<file path="config.mk">
export PLATFORM = sky130hd
export DESIGN_NAME = booth_precompute_unit
export DESIGN_NICKNAME = d
export VERILOG_FILES = /design/src/rtl/booth_precompute_unit.sv
export SDC_FILE = /design/constraint.sdc
export NUM_CORES = 1
export LEC_CHECK = 0
export ABC_AREA = 0
export CORE_MARGIN = 4
export CORE_UTILIZATION = 53
export DETAILED_ROUTE_END_ITERATION = 7
export PLACE_DENSITY = 0.85
export RECOVER_POWER = 25
export SKIP_LAST_GASP = 1
export SYNTH_ARGS = -nofsm -noshare
export SYNTH_HDL_FRONTEND = slang
export SYNTH_SLANG_ARGS = --single-unit
</file>
<file path="constraint.sdc">
create_clock -name clk -period 4 [get_ports clk]
set_input_delay 0.8 -clock clk [delete_from_list [all_inputs] [get_ports clk]]
set_output_delay 0.8 -clock clk [all_outputs]
set_load 0.1 [all_outputs]
</file>
<file path="src/rtl/booth_precompute_unit.sv">
// Booth multiplier front end. It registers the multiplicand multiples (1x, 2x, 3x, 4x) and
// the eight radix-8 booth codes of the multiplier in a two-stage valid/ready pipeline.
module booth_precompute_unit #(
  parameter int LOW_W = 13
) (
  input  logic            clk,
  input  logic            rst,
  input  logic            in_valid,
  output logic            in_ready,
  input  logic [23:0]     a,
  input  logic [23:0]     b,
  output logic            out_valid,
  input  logic            out_ready,
  output logic [23:0]     x,
  output logic [24:0]     x_2,
  output logic [25:0]     x_3,
  output logic [25:0]     x_4,
  output logic [7:0][4:0] BEU_out
);

  localparam int HI_W = 26 - LOW_W;

  logic            s1_valid;
  logic            s2_valid;
  logic [23:0]     s1_a;
  logic [7:0][4:0] s1_code;
  logic [24:0]     s1_x2;
  logic [25:0]     s1_x4;
  logic [LOW_W-1:0] s1_lo;
  logic            s1_cy;

  logic            s2_load;
  logic            in_xfer;
  logic [LOW_W:0]  lo_sum;
  logic [HI_W-1:0] hi_sum;
  logic [24:0]     b_ext;
  logic [7:0][4:0] code_nxt;

  // w = {b[3i+2], b[3i+1], b[3i], b[3i-1]}; returns {sign, 4x, 3x, 2x, x}
  function automatic logic [4:0] booth_code(input logic [3:0] w);
    logic [4:0] c;
    case (w)
      4'b0001, 4'b0010: c = 5'b00001;
      4'b0011, 4'b0100: c = 5'b00010;
      4'b0101, 4'b0110: c = 5'b00100;
      4'b0111:          c = 5'b01000;
      4'b1000:          c = 5'b11000;
      4'b1001, 4'b1010: c = 5'b10100;
      4'b1011, 4'b1100: c = 5'b10010;
      4'b1101, 4'b1110: c = 5'b10001;
      default:          c = 5'b00000;
    endcase
    return c;
  endfunction

  assign s2_load   = s1_valid && (!s2_valid || out_ready);
  assign in_ready  = !rst && (!s1_valid || s2_load);
  assign in_xfer   = in_valid && in_ready;
  assign out_valid = s2_valid;

  always_comb begin
    b_ext  = {b, 1'b0};
    lo_sum = (LOW_W + 1)'(LOW_W'({2'b00, a})) + (LOW_W + 1)'(LOW_W'({1'b0, a, 1'b0}));
    for (int i = 0; i < 8; i++) begin
      code_nxt[i] = booth_code(b_ext[3*i +: 4]);
    end
  end

  // Upper half of 3a finishes in stage 2, using the carry out of the stage-1 low adder.
  assign hi_sum = HI_W'({2'b00, s1_a} >> LOW_W) + HI_W'({1'b0, s1_x2} >> LOW_W) + HI_W'(s1_cy);

  always_ff @(posedge clk) begin
    if (rst) begin
      s1_valid <= 1'b0;
      s2_valid <= 1'b0;
      s1_a     <= '0;
      s1_code  <= '0;
      s1_x2    <= '0;
      s1_x4    <= '0;
      s1_lo    <= '0;
      s1_cy    <= 1'b0;
      x        <= '0;
      x_2      <= '0;
      x_3      <= '0;
      x_4      <= '0;
      BEU_out  <= '0;
    end else begin
      if (in_ready) s1_valid <= in_valid;
      if (in_xfer) begin
        s1_a    <= a;
        s1_code <= code_nxt;
        s1_x2   <= {a, 1'b0};
        s1_x4   <= {a, 2'b00};
        s1_lo   <= lo_sum[LOW_W-1:0];
        s1_cy   <= lo_sum[LOW_W];
      end
      if (s2_load) begin
        s2_valid <= 1'b1;
        x        <= s1_a;
        x_2      <= s1_x2;
        x_3      <= {hi_sum, s1_lo};
        x_4      <= s1_x4;
        BEU_out  <= s1_code;
      end else if (out_ready) begin
        s2_valid <= 1'b0;
      end
    end
  end

endmodule
</file>
==> metrics <==
top cells by area, synth=dfxtp_1 43%, nand2_1 12%, a21oi_1 7.0%; Post-synth EDFFs=0; Die Y=129 um; Cells after DPL=1244; main combinational cell family by area after synthesis=simple AND/OR/NAND/NOR gates; First-pass DRT Iterations=5; fmax=300 MHz; Worst Path Class, Setup=input pin to register; register area=3360 um2; Core Area=14100 um2; Pleak=3.87 nW; grt ovf=0; DIE WIDTH=129 um; synth unique cells=53; WP data arrival=3.69 ns; final worst path period share=83.4%; FF-to-FF End=s1_code[25]$_SDFFE_PP0P_; H-tree depth reported by CTS=4; critical path's slowest cell=nand3_1; post-synthesis xor/xnor area fraction=1.92%; Fill cells=1123; complex-gate fraction of the synthesized area=16.0%; RSZ-0062 raised after global routing=no; Max Cap Viol=3; global-route wire length before repair=31500 um; via count=6892; asr flop ratio synth=0%; hold_ws=0.448 ns; P per Cell Area=434 nW/um2; Min-Delay Path Class=register to register; Seq/Total Area, Yosys=43.4%; DR DRC count=0; reg-to-reg startpoint=s1_valid$_SDFFE_PP0P_; clock sinks=168; Initial Util=54.9%; Top FF cell, synth=dfxtp_1; Resize count post-CTS=0; DR WL/cell=15.1 um; hold path depth=2; r2r setup slk=1.26 ns; VDD IR-drop max=0.275 mV; average size of a mapped cell=7.97 um2; design area=9920 um2; area of the multi-input gates=3660 um2; DP HPWL=12900 um; Hold Vio Cnt, Final=0; Vias/cell=5.40; clk_lat worst skew=0.42 ns; CTS max path bufs=2; Syn Inst Count=972; CP Max Fanout=36; GRT Util Overall=23.1%; Non-Filler Instances=1277; crit path capture type=register; TritonCTS clock tree=done; Hold Path Sink=BEU_out[11]$_SDFFE_PP0P_; Clock Skew=0.0127 ns; Slew @ Worst Pin=1.76 ns; Placer Congestion=0.878; fraction of layout cells with a size suffix above 1=3.92%; worst reg-to-reg path cell count=5; initial antenna violation count=1; Synth Area in Adders=6.92%; leading area contributor after synthesis=dfxtp_1; area grow syn2layout=28.1%; crit start category=input pin; # setup viols final=0; Ys Warns=0; Setup Fix Bufs, Post-CTS=0; slowest stage delay, CP=1.10 ns; dpl cell area=9340 um2; row count=43; crit-path cells=dlygate4sd3_1 > nand3b_1 > nand3_1 > buf_4 > o31a_1 > nor2_1; Max-slew headroom=-17.0%; Seq cells post-synth=168; largest net degree at the start of global routing=91; Port Buffer Count=191; Syn Std Cell Area=7740 um2; multiplexer share of the synthesized area=0.905%; Yosys top cell area share=43.4%; DRT Wirelength=19300 um; initial DRC count=413; Synth Area in Simple Gates=21.3%; Root Driver=clkbuf_16; fin. max-slew vios=176; Crit path required time=4.35 ns; min-delay src=s1_code[11]$_SDFFE_PP0P_; clock slew seen by the registers of the worst setup and hold paths=0.06 ns; Final min period=3.34 ns; Num CTS Buffers=17; total negative setup slack=0 ns; vias in the first global route=6670; post-route ant nets=0; IO Pins=195; Post-CTS Hold Fix Bufs=0; full die area=16600 um2; status=finished with violations; Total Nets Final=1176; failing checks=capacitance limit, slew limit
## synthesized netlist by cell type (all sizes together), types with 6 or more instances
cell type,n
a211oi,6
a21o,7
a21oi,109
buf,67
clkbuf,41
dfxtp,168
ha,38
inv,30
mux2i,7
nand2,255
nand3,67
nor2,31
nor3,8
o211ai,7
o21ai,39
o31a,9
xor2,15
## final cells by class
type | count | share of cell area (%)
Multi-Input combinational cell | 667 | 36.9
Sequential cell | 168 | 33.9
Timing Repair Buffer | 198 | 19.8
Clock buffer | 24 | 4.76
Tap cell | 180 | 2.27
Clock inverter | 8 | 1.21
Inverter | 31 | 1.17
Antenna cell | 1 | 0.0252
## flip-flops by register name, indices dropped and copies added (netlist names)
signal,count
BEU_out,40
s1_code,40
x_3,26
s1_x2,23
x_2,23
s1_lo,13
out_valid,1
s1_cy,1
s1_valid,1
## critical path: cells and delay by family
kind                   cells  cell delay [ns]
AO/OA/AOI/OAI              1             0.32
buffers and inverters      2             1.23
AND/OR/NAND/NOR            3             1.32
## cell families after synthesis
family | count (synthesis)
buf+inv | 139
fa+ha+maj | 41
simple gates | 389
mux | 7
xor+xnor | 17
flops | 168
other cells | 1
compound gates | 210
## placed cells by master, fill, tap and decap left out, types with 3 or more instances in the layout
cell	count
nand2_1	254
clkdlybuf4s50_1	188
dfxtp_1	168
a21oi_1	109
nand3_1	67
o21ai_0	39
ha_1	38
nor2_1	31
inv_1	30
clkbuf_16	17
xor2_1	15
o31a_1	9
buf_4	9
nor3_1	8
mux2i_1	7
o211ai_1	7
a21o_1	7
a211oi_1	6
clkbuf_1	5
nand3b_1	4
and3_1	4
o31ai_1	4
a31oi_1	4
o21a_1	4
o22ai_1	3
a211o_1	3
nor2b_1	3
nor3b_1	3
fa_1	3
conb_1	3
bufinv_16	3
clkinv_2	3
## power by group
part	total [mW]	leakage, nW	internal [mW]	switching (mW)
clock network	1.65	0.284	1.01	0.640
logic	0.840	2.21	0.244	0.597
registers	1.81	1.37	1.76	0.0535
## worst max path at each step
stage                    startpoint  slack [ns]  cells after the start                        to
6_report                  out_ready        0.66                      6  s1_code[25]$_SDFFE_PP0P_
2_1_floorplan                   rst        0.57                      4                  in_ready
5_1_grt                   out_ready        0.53                      6  s1_code[25]$_SDFFE_PP0P_
4_1_cts        x_2[10]$_SDFFE_PP0P_        1.19                      1                   x_2[10]
3_5_place_dp                   a[1]        0.76                      8     s1_lo[9]$_SDFFE_PP0P_
3_3_place_gp                   a[1]        0.87                      8     s1_lo[9]$_SDFFE_PP0P_
## through the flow
step	total power, mW	setup slack [ns]	util [%]
global route	4.47	0.527	70.3
global placement	2.66	0.871	66.3
CTS	4.33	1.19	70.5
finish	4.30	0.663	70.3
floorplan	2.47	0.571	-
detailed placement	2.68	0.756	66.3
## layer usage
layer  vias up  global-route usage (%)  share of wire (%)
met2       203                    39.7                 50
met1      3209                    28.1                 42
met4         0                    8.52                2.1
li1       3448                       -                  -
met3        32                    5.60                5.8
met5         -                       0                  0
No activity file was read; power rests on OpenSTA's default activity.
